===== config.mk =====
export PLATFORM = sky130hd
export DESIGN_NAME = axi4l_master_bridge_flat
export DESIGN_NICKNAME = d
export VERILOG_FILES = /design/src/rtl/axi4l_master_bridge_pkg.sv /design/src/rtl/axi4l_master_bridge_if.sv /design/src/rtl/axi4l_master_bridge.sv /design/src/flat_wrapper.sv
export SDC_FILE = /design/constraint.sdc
export NUM_CORES = 1
export LEC_CHECK = 0
export CAP_MARGIN = 20
export CORE_MARGIN = 1
export CORE_UTILIZATION = 50
export CTS_CLUSTER_SIZE = 25
export DETAILED_ROUTE_END_ITERATION = 10
export DONT_BUFFER_PORTS = 1
export SLEW_MARGIN = 25
export SYNTH_ARGS = -nofsm -noshare
export SYNTH_HDL_FRONTEND = slang
export SYNTH_SLANG_ARGS = --single-unit

===== constraint.sdc =====
create_clock -name clk -period 2.1 [get_ports clk]
set_input_delay 0.315 -clock clk [delete_from_list [all_inputs] [get_ports clk]]
set_output_delay 0.315 -clock clk [all_outputs]
set_load 0.02 [all_outputs]

===== src/rtl/axi4l_master_bridge_pkg.sv =====
// Shared types and constants for the AXI4-Lite master bridge.
package axi4l_master_bridge_pkg;

  localparam int MEM_ADDR_W = 32;
  localparam int MEM_DATA_W = 32;

  localparam logic [1:0] RESP_OKAY   = 2'b00;
  localparam logic [1:0] RESP_SLVERR = 2'b10;
  localparam logic [1:0] RESP_DECERR = 2'b11;

  typedef enum logic [2:0] {
    ST_IDLE    = 3'd0,
    ST_WR_ADDR = 3'd1,
    ST_WR_RESP = 3'd2,
    ST_RD_ADDR = 3'd3,
    ST_RD_DATA = 3'd4,
    ST_DRAIN   = 3'd5
  } mst_state_e;

  // Any non-OKAY response (SLVERR, DECERR, or anything unexpected) is an error.
  function automatic logic resp_is_err(input logic [1:0] resp);
    return resp != RESP_OKAY;
  endfunction

endpackage


===== src/rtl/axi4l_master_bridge_if.sv =====
// AXI4-Lite bus bundle between the bridge (master) and a memory slave.
interface axi4l_master_bridge_if;
  import axi4l_master_bridge_pkg::*;

  logic [MEM_ADDR_W-1:0] awaddr;
  logic [2:0]            awprot;
  logic                  awvalid;
  logic                  awready;
  logic [MEM_DATA_W-1:0] wdata;
  logic [3:0]            wstrb;
  logic                  wvalid;
  logic                  wready;
  logic [1:0]            bresp;
  logic                  bvalid;
  logic                  bready;
  logic [MEM_ADDR_W-1:0] araddr;
  logic [2:0]            arprot;
  logic                  arvalid;
  logic                  arready;
  logic [MEM_DATA_W-1:0] rdata;
  logic [1:0]            rresp;
  logic                  rvalid;
  logic                  rready;

  modport master (
    output awaddr, awprot, awvalid, input awready,
    output wdata, wstrb, wvalid, input wready,
    input bresp, bvalid, output bready,
    output araddr, arprot, arvalid, input arready,
    input rdata, rresp, rvalid, output rready
  );

  modport slave (
    input awaddr, awprot, awvalid, output awready,
    input wdata, wstrb, wvalid, output wready,
    output bresp, bvalid, input bready,
    input araddr, arprot, arvalid, output arready,
    output rdata, rresp, rvalid, input rready
  );

endinterface


===== src/rtl/axi4l_master_bridge.sv =====
// Single-outstanding bridge from the core's memory request port to AXI4-Lite.
//
// state    | meaning
// ---------+-------------------------------------------------------------
// IDLE     | waiting for a request; the only state that grants
// WR_ADDR  | awvalid/wvalid offered together, each drops after its handshake
// WR_RESP  | bready high, waiting for the write response
// RD_ADDR  | arvalid high until arready
// RD_DATA  | rready high, waiting for read data
// DRAIN    | timed out: finish pending handshakes, swallow the late response
module axi4l_master_bridge
  import axi4l_master_bridge_pkg::*;
#(
  parameter int TIMEOUT = 256,
  parameter int CNT_W   = 9
) (
  input  logic                  clk,
  input  logic                  rst_n,
  input  logic                  mst_req_i,
  input  logic                  mst_we_i,
  input  logic [MEM_ADDR_W-1:0] mst_addr_i,
  input  logic [MEM_DATA_W-1:0] mst_wdata_i,
  input  logic [3:0]            mst_wstrb_i,
  output logic                  mst_gnt_o,
  output logic                  mst_rsp_vld_o,
  output logic [MEM_DATA_W-1:0] mst_rdata_o,
  output logic                  mst_err_o,
  output logic                  busy_o,
  axi4l_master_bridge_if.master m_axi
);

  mst_state_e            state_q, state_d;
  logic [MEM_ADDR_W-1:0] addr_q, addr_d;
  logic [MEM_DATA_W-1:0] wdata_q, wdata_d;
  logic [3:0]            wstrb_q, wstrb_d;
  logic                  we_q, we_d;
  logic                  aw_done_q, aw_done_d;
  logic                  w_done_q, w_done_d;
  logic                  ar_done_q, ar_done_d;
  logic [CNT_W-1:0]      cnt_q, cnt_d;
  logic                  rsp_vld_q, rsp_vld_d;
  logic                  err_q, err_d;
  logic [MEM_DATA_W-1:0] rdata_q, rdata_d;

  logic gnt, time_out, expire;
  logic wr_drain, rd_drain;
  logic awvalid, wvalid, bready, arvalid, rready;
  logic aw_hs, w_hs, b_hs, ar_hs, r_hs;

  // Bus-side valids/readies are pure decodes of registered state, so they
  // rise the cycle after grant and never glitch.
  assign wr_drain = (state_q == ST_DRAIN) && we_q;
  assign rd_drain = (state_q == ST_DRAIN) && !we_q;
  assign awvalid  = ((state_q == ST_WR_ADDR) || wr_drain) && !aw_done_q;
  assign wvalid   = ((state_q == ST_WR_ADDR) || wr_drain) && !w_done_q;
  assign bready   = (state_q == ST_WR_RESP) || (wr_drain && aw_done_q && w_done_q);
  assign arvalid  = ((state_q == ST_RD_ADDR) || rd_drain) && !ar_done_q;
  assign rready   = (state_q == ST_RD_DATA) || (rd_drain && ar_done_q);

  assign aw_hs = awvalid && m_axi.awready;
  assign w_hs  = wvalid && m_axi.wready;
  assign b_hs  = bready && m_axi.bvalid;
  assign ar_hs = arvalid && m_axi.arready;
  assign r_hs  = rready && m_axi.rvalid;

  // Counter value one below TIMEOUT means this cycle is the last one allowed.
  assign expire = (TIMEOUT != 0) && (cnt_q == CNT_W'(TIMEOUT - 1));

  assign m_axi.awaddr  = addr_q;
  assign m_axi.awprot  = 3'b000;
  assign m_axi.awvalid = awvalid;
  assign m_axi.wdata   = wdata_q;
  assign m_axi.wstrb   = wstrb_q;
  assign m_axi.wvalid  = wvalid;
  assign m_axi.bready  = bready;
  assign m_axi.araddr  = addr_q;
  assign m_axi.arprot  = 3'b000;
  assign m_axi.arvalid = arvalid;
  assign m_axi.rready  = rready;

  assign mst_gnt_o     = gnt;
  assign mst_rsp_vld_o = rsp_vld_q;
  assign mst_rdata_o   = rdata_q;
  assign mst_err_o     = err_q;
  assign busy_o        = (state_q != ST_IDLE);

  // Next-state, request capture, timeout counting and response generation.
  always_comb begin
    state_d   = state_q;
    addr_d    = addr_q;
    wdata_d   = wdata_q;
    wstrb_d   = wstrb_q;
    we_d      = we_q;
    aw_done_d = aw_done_q || aw_hs;
    w_done_d  = w_done_q || w_hs;
    ar_done_d = ar_done_q || ar_hs;
    cnt_d     = cnt_q;
    rsp_vld_d = 1'b0;
    err_d     = 1'b0;
    rdata_d   = '0;
    gnt       = 1'b0;
    time_out  = 1'b0;

    case (state_q)
      ST_IDLE: begin
        // Holding off one cycle after a response keeps the core from
        // issuing in the same cycle it consumes the previous result.
        gnt = mst_req_i && !rsp_vld_q;
        if (gnt) begin
          addr_d    = mst_addr_i;
          wdata_d   = mst_wdata_i;
          wstrb_d   = mst_wstrb_i;
          we_d      = mst_we_i;
          aw_done_d = 1'b0;
          w_done_d  = 1'b0;
          ar_done_d = 1'b0;
          cnt_d     = '0;
          state_d   = mst_we_i ? ST_WR_ADDR : ST_RD_ADDR;
        end
      end
      ST_WR_ADDR: begin
        cnt_d = cnt_q + 1'b1;
        if (aw_done_d && w_done_d) state_d = ST_WR_RESP;
        else                       time_out = expire;
      end
      ST_WR_RESP: begin
        cnt_d = cnt_q + 1'b1;
        if (b_hs) begin
          rsp_vld_d = 1'b1;
          err_d     = resp_is_err(m_axi.bresp);
          state_d   = ST_IDLE;
        end else begin
          time_out = expire;
        end
      end
      ST_RD_ADDR: begin
        cnt_d = cnt_q + 1'b1;
        if (ar_hs) state_d = ST_RD_DATA;
        else       time_out = expire;
      end
      ST_RD_DATA: begin
        cnt_d = cnt_q + 1'b1;
        if (r_hs) begin
          rsp_vld_d = 1'b1;
          err_d     = resp_is_err(m_axi.rresp);
          rdata_d   = m_axi.rdata;
          state_d   = ST_IDLE;
        end else begin
          time_out = expire;
        end
      end
      ST_DRAIN: begin
        if (b_hs || r_hs) state_d = ST_IDLE;
      end
      default: state_d = ST_IDLE;
    endcase

    if (time_out) begin
      rsp_vld_d = 1'b1;
      err_d     = 1'b1;
      rdata_d   = '0;
      state_d   = ST_DRAIN;
    end
  end

  // State and datapath registers.
  always_ff @(posedge clk or negedge rst_n) begin
    if (!rst_n) begin
      state_q   <= ST_IDLE;
      addr_q    <= '0;
      wdata_q   <= '0;
      wstrb_q   <= '0;
      we_q      <= 1'b0;
      aw_done_q <= 1'b0;
      w_done_q  <= 1'b0;
      ar_done_q <= 1'b0;
      cnt_q     <= '0;
      rsp_vld_q <= 1'b0;
      err_q     <= 1'b0;
      rdata_q   <= '0;
    end else begin
      state_q   <= state_d;
      addr_q    <= addr_d;
      wdata_q   <= wdata_d;
      wstrb_q   <= wstrb_d;
      we_q      <= we_d;
      aw_done_q <= aw_done_d;
      w_done_q  <= w_done_d;
      ar_done_q <= ar_done_d;
      cnt_q     <= cnt_d;
      rsp_vld_q <= rsp_vld_d;
      err_q     <= err_d;
      rdata_q   <= rdata_d;
    end
  end

endmodule


===== src/flat_wrapper.sv =====
// flat-port wrapper written by rule: the top's interface ports become plain ports
module axi4l_master_bridge_flat import axi4l_master_bridge_pkg::*;
#(
  parameter int TIMEOUT = 256,
  parameter int CNT_W   = 9
)
  (clk, rst_n, mst_req_i, mst_we_i, mst_addr_i, mst_wdata_i, mst_wstrb_i, mst_gnt_o, mst_rsp_vld_o, mst_rdata_o, mst_err_o, busy_o, m_axi_awaddr, m_axi_awprot, m_axi_awvalid, m_axi_awready, m_axi_wdata, m_axi_wstrb, m_axi_wvalid, m_axi_wready, m_axi_bresp, m_axi_bvalid, m_axi_bready, m_axi_araddr, m_axi_arprot, m_axi_arvalid, m_axi_arready, m_axi_rdata, m_axi_rresp, m_axi_rvalid, m_axi_rready);
  axi4l_master_bridge_if m_axi_i ();
  input  logic clk;
  input  logic rst_n;
  input  logic mst_req_i;
  input  logic mst_we_i;
  input  logic [MEM_ADDR_W-1:0] mst_addr_i;
  input  logic [MEM_DATA_W-1:0] mst_wdata_i;
  input  logic [3:0] mst_wstrb_i;
  output logic mst_gnt_o;
  output logic mst_rsp_vld_o;
  output logic [MEM_DATA_W-1:0] mst_rdata_o;
  output logic mst_err_o;
  output logic busy_o;
  output wire logic [$bits(m_axi_i.awaddr)-1:0] m_axi_awaddr;
  output wire logic [$bits(m_axi_i.awprot)-1:0] m_axi_awprot;
  output wire logic [$bits(m_axi_i.awvalid)-1:0] m_axi_awvalid;
  input wire logic [$bits(m_axi_i.awready)-1:0] m_axi_awready;
  output wire logic [$bits(m_axi_i.wdata)-1:0] m_axi_wdata;
  output wire logic [$bits(m_axi_i.wstrb)-1:0] m_axi_wstrb;
  output wire logic [$bits(m_axi_i.wvalid)-1:0] m_axi_wvalid;
  input wire logic [$bits(m_axi_i.wready)-1:0] m_axi_wready;
  input wire logic [$bits(m_axi_i.bresp)-1:0] m_axi_bresp;
  input wire logic [$bits(m_axi_i.bvalid)-1:0] m_axi_bvalid;
  output wire logic [$bits(m_axi_i.bready)-1:0] m_axi_bready;
  output wire logic [$bits(m_axi_i.araddr)-1:0] m_axi_araddr;
  output wire logic [$bits(m_axi_i.arprot)-1:0] m_axi_arprot;
  output wire logic [$bits(m_axi_i.arvalid)-1:0] m_axi_arvalid;
  input wire logic [$bits(m_axi_i.arready)-1:0] m_axi_arready;
  input wire logic [$bits(m_axi_i.rdata)-1:0] m_axi_rdata;
  input wire logic [$bits(m_axi_i.rresp)-1:0] m_axi_rresp;
  input wire logic [$bits(m_axi_i.rvalid)-1:0] m_axi_rvalid;
  output wire logic [$bits(m_axi_i.rready)-1:0] m_axi_rready;
  assign m_axi_awaddr = m_axi_i.awaddr;
  assign m_axi_awprot = m_axi_i.awprot;
  assign m_axi_awvalid = m_axi_i.awvalid;
  assign m_axi_i.awready = m_axi_awready;
  assign m_axi_wdata = m_axi_i.wdata;
  assign m_axi_wstrb = m_axi_i.wstrb;
  assign m_axi_wvalid = m_axi_i.wvalid;
  assign m_axi_i.wready = m_axi_wready;
  assign m_axi_i.bresp = m_axi_bresp;
  assign m_axi_i.bvalid = m_axi_bvalid;
  assign m_axi_bready = m_axi_i.bready;
  assign m_axi_araddr = m_axi_i.araddr;
  assign m_axi_arprot = m_axi_i.arprot;
  assign m_axi_arvalid = m_axi_i.arvalid;
  assign m_axi_i.arready = m_axi_arready;
  assign m_axi_i.rdata = m_axi_rdata;
  assign m_axi_i.rresp = m_axi_rresp;
  assign m_axi_i.rvalid = m_axi_rvalid;
  assign m_axi_rready = m_axi_i.rready;
  axi4l_master_bridge #(.TIMEOUT(TIMEOUT), .CNT_W(CNT_W)) u_core (.clk(clk), .rst_n(rst_n), .mst_req_i(mst_req_i), .mst_we_i(mst_we_i), .mst_addr_i(mst_addr_i), .mst_wdata_i(mst_wdata_i), .mst_wstrb_i(mst_wstrb_i), .mst_gnt_o(mst_gnt_o), .mst_rsp_vld_o(mst_rsp_vld_o), .mst_rdata_o(mst_rdata_o), .mst_err_o(mst_err_o), .busy_o(busy_o), .m_axi(m_axi_i));
endmodule

==> results of run 1 <==
area by class of cell:
class / instances / area (um2) / share of cell area, %
Sequential cell: 118 / 2960 / 45.1
Multi-Input combinational cell: 336 / 1600 / 24.4
Timing Repair Buffer: 123 / 1230 / 18.8
Clock buffer: 17 / 414 / 6.32
Clock inverter: 15 / 169 / 2.58
Tap cell: 129 / 161 / 2.46
Inverter: 6 / 23.8 / 0.363
how the worst max path moves through the flow:
| stage | to | start | depth (start not counted) |
|---|---|---|---|
| floorplan | m_axi_arvalid | u_core.state_q[1]$_DFFE_PN0P_ | 3 |
| CTS | m_axi_wvalid | u_core.state_q[0]$_DFFE_PN0P_ | 4 |
| global route | m_axi_arvalid | u_core.state_q[1]$_DFFE_PN0P_ | 4 |
| global placement | u_core.cnt_q[7]$_DFFE_PN0P_ | u_core.state_q[1]$_DFFE_PN0P_ | 5 |
| detailed placement | u_core.cnt_q[6]$_DFFE_PN0P_ | u_core.state_q[1]$_DFFE_PN0P_ | 5 |
| finish | m_axi_arvalid | u_core.state_q[1]$_DFFE_PN0P_ | 4 |
per-layer routing:
metal  share of wire (%)  wire length (um)  vias up
met2                  54              6670      162
met1                  37              4530     1808
met5                   0                 0        -
met3                 7.1               870       20
met4                 1.7               215        0
li1                    -                 -     1764
state kept, by name, indices dropped and copies added, names as in the netlist:
signal	flops
u_core.m_axi.wstrb	4
u_core.w_done_q	1
u_core.we_q	1
u_core.aw_done_q	1
u_core.m_axi.araddr	32
u_core.mst_rdata_o	32
u_core.ar_done_q	1
u_core.m_axi.wdata	32
u_core.mst_rsp_vld_o	1
u_core.state_q	3
u_core.cnt_q	9
u_core.mst_err_o	1
cell usage in the layout (no fill, tap or decap), types with 3 or more instances in the layout:
master,netlist,routed
dfrtp_2,0,3
dfrtp_1,118,115
nor2_1,15,13
a21oi_1,9,8
nand3_1,6,6
o31ai_1,4,4
conb_1,1,6
nand2b_1,6,6
dlygate4sd3_1,0,109
o21ai_1,5,5
clkinv_2,0,3
inv_1,4,4
buf_4,38,10
and2_1,32,32
or4_1,3,3
nor2b_1,4,3
nand2_1,212,211
clkbuf_16,0,16
inv_6,0,5
nor3_1,4,4
cells in the mapped netlist (3+ instances only):
cell / count / area [um2]
inv_1: 4 / 15.0
nand2b_1: 6 / 37.5
buf_2: 12 / 60.1
a21oi_1: 9 / 45.0
nand2_1: 212 / 796
or4_1: 3 / 22.5
nor3_1: 4 / 20.0
dfrtp_1: 118 / 2950
buf_4: 38 / 285
o21ai_1: 5 / 25.0
o31ai_1: 4 / 30.0
nor2b_1: 4 / 25.0
and2_1: 32 / 200
nor2_1: 15 / 56.3
clkbuf_1: 8 / 30.0
nand3_1: 6 / 30.0
power breakdown:
group | switching, mW | total [mW] | internal, mW
Combinational | 1.34 | 2.24 | 0.900
Clock | 1.09 | 2.81 | 1.72
Sequential | 1.95 | 4.99 | 3.04
Total | 4.39 | 10.0 | 5.66
stage by stage:
step / power (mW) / instances / hold WS (ps) / util, % / instance area [um2]
floorplan: 6.71 / 519 / 19.4 / - / 4930
global placement: 6.86 / 599 / 21.6 / 51.4 / 4810
detailed placement: 6.95 / 599 / 21.7 / 51.4 / 4810
CTS: 10.0 / 743 / -521 / 69.5 / 6510
global route: 10.6 / 744 / -523 / 69.9 / 6550
finish: 10.0 / 744 / -494 / 69.9 / 6550
kinds of logic (layout without fill, tap and decap cells):
group           count (synthesis)  count (layout)
compound gates                 34              34
xor+xnor                        3               3
fa+ha+maj                       2               2
buf+inv                        65             161
flops                         118             118
other cells                     1               6
simple gates                  291             291
worst max-delay path: stages, from the launching register on:
cell and delay, ps:
dfrtp_2 440, buf_6 140, or3b_4 370, a21oi_2 150, buf_6 130
repair_timing:
item | 4_1_cts | 5_1_grt
endpoints found under the setup margin | 2 | 5
setup buffers | 3 | 1
gates resized for setup | 2 | 11
hold endpoints to repair | 224 | 118
pin swaps | 1 | 2
==> flow_metrics.tcl, run 1 <==
set metrics [dict create \
    htree_levels 4 \
    fin_crit_ps 2050 \
    yosys_most_used_dff "dfrtp_1" \
    via_per_inst 5.05 \
    cts_made_buffers 17 \
    finalWorstSetupSlack_ps 52.7 \
    post_drt_wl_per_cell_um 16.5 \
    coreArea_um2 9370 \
    root_buffer "clkbuf_8" \
    clk_latency_ps 500 \
    synth_cell_types 43 \
    grt_max_degree 119 \
    reg2reg_slack_ps 70 \
    grt-ovfl-total 0 \
    yosysSeqAreaShare_pct 60.1 \
    fin_tns_setup_ps 0 \
    critPathArrivalTime_ps 1730 \
    grt_use_met2_pct 44.0 \
    met1_usage_pct 25.2 \
    leakagePower_nw 3.26 \
    wl_mm 12.3 \
    syn_inst 514 \
    r2r-end "u_core.mst_err_o$_DFF_PN0_" \
    synth-edff-count 0 \
    synthArstFlopShare_pct 100 \
    rows 35 \
    die_x_um 101 \
    synth_compound_area_share_pct 4.97 \
    cap_viol_max_count 0 \
    synth_top_family_by_area "simple AND/OR/NAND/NOR gates" \
    required_ps 1780 \
    setup_viol 0 \
    fillers 693 \
    rsz0062_at_grt "true" \
    endpoint_kind "primary output" \
    cts_tree "built" \
    drt_iter0_drc 113 \
    synth_area_per_cell_um2 9.55 \
    drc 0 \
    ys_ff_latch 118 \
    num_antenna_cells 0 \
    p_per_area_nw_per_um2 1530 \
    hold_buffers 109 \
    netlist_area_um2 4910 \
    violations "negative hold slack" \
    yosysWarnings 0 \
    dr_total_vias 3754 \
    grt_pass1_wl_mm 18.5 \
    place.gp.congestion 0.805 \
    clk_pin_slew_worst_paths_ps 60 \
    die_area_um2 10200 \
    status "finished with violations" \
    pin_count 260 \
    dr.pass1.iters 4 \
    synthXorXnorAreaFrac_pct 0.535 \
    dp.final_hpwl_mm 7.60 \
    worst_slew_pin_slew_ps 558 \
    track_usage_pct 24.2 \
    start_kind "register" \
    pre_cts_slack_ps 340 \
    grt_pass1_vias 3826 \
    finalClockSkew_ps 8.62 \
    reg2reg_from "u_core.state_q[0]$_DFFE_PN0P_" \
    syn_to_final_growth_pct 33.4 \
    fp.dieH_um 101 \
    drive_gt1_share_pct 10.2 \
    cts.path.max_buffers 2 \
    hp-class "in2async" \
    synth_adder_area_share_pct 0.510 \
    synthSimpleGateAreaFrac_pct 25.6 \
    cts_sinks 118 \
    grt.busiest_layer "met2" \
    drtAntennaViolNets 0 \
    synthMuxAreaShare_pct 0 \
    nNetsFinal 717 \
    timing.hold.ws_ps -494 \
    vdd_drop_max_uv 712 \
    r2r.worst_path.cells 6 \
    start_util_pct 52.4 \
    max_freq_ghz 0.488 \
    path_max_fanout 6 \
    hold_viol 118 \
    port_buffers 0 \
    use_met3_pct 7.77 \
    finalMaxSlewViolations 0 \
    fin_crit_sh_pct 97.5 \
    worst-setup-path-type "reg2out" \
    slew_headroom_pct 62.8 \
    antenna_found_initial 0 \
]
(Power assumes the default switching activity.)
==> inputs of run 2 (changes only) <==
CTS_CLUSTER_SIZE = 10   (was 25)
==> results of run 2 <==
Same layout as run 1: the final DEF is identical, and so are final timing and power.
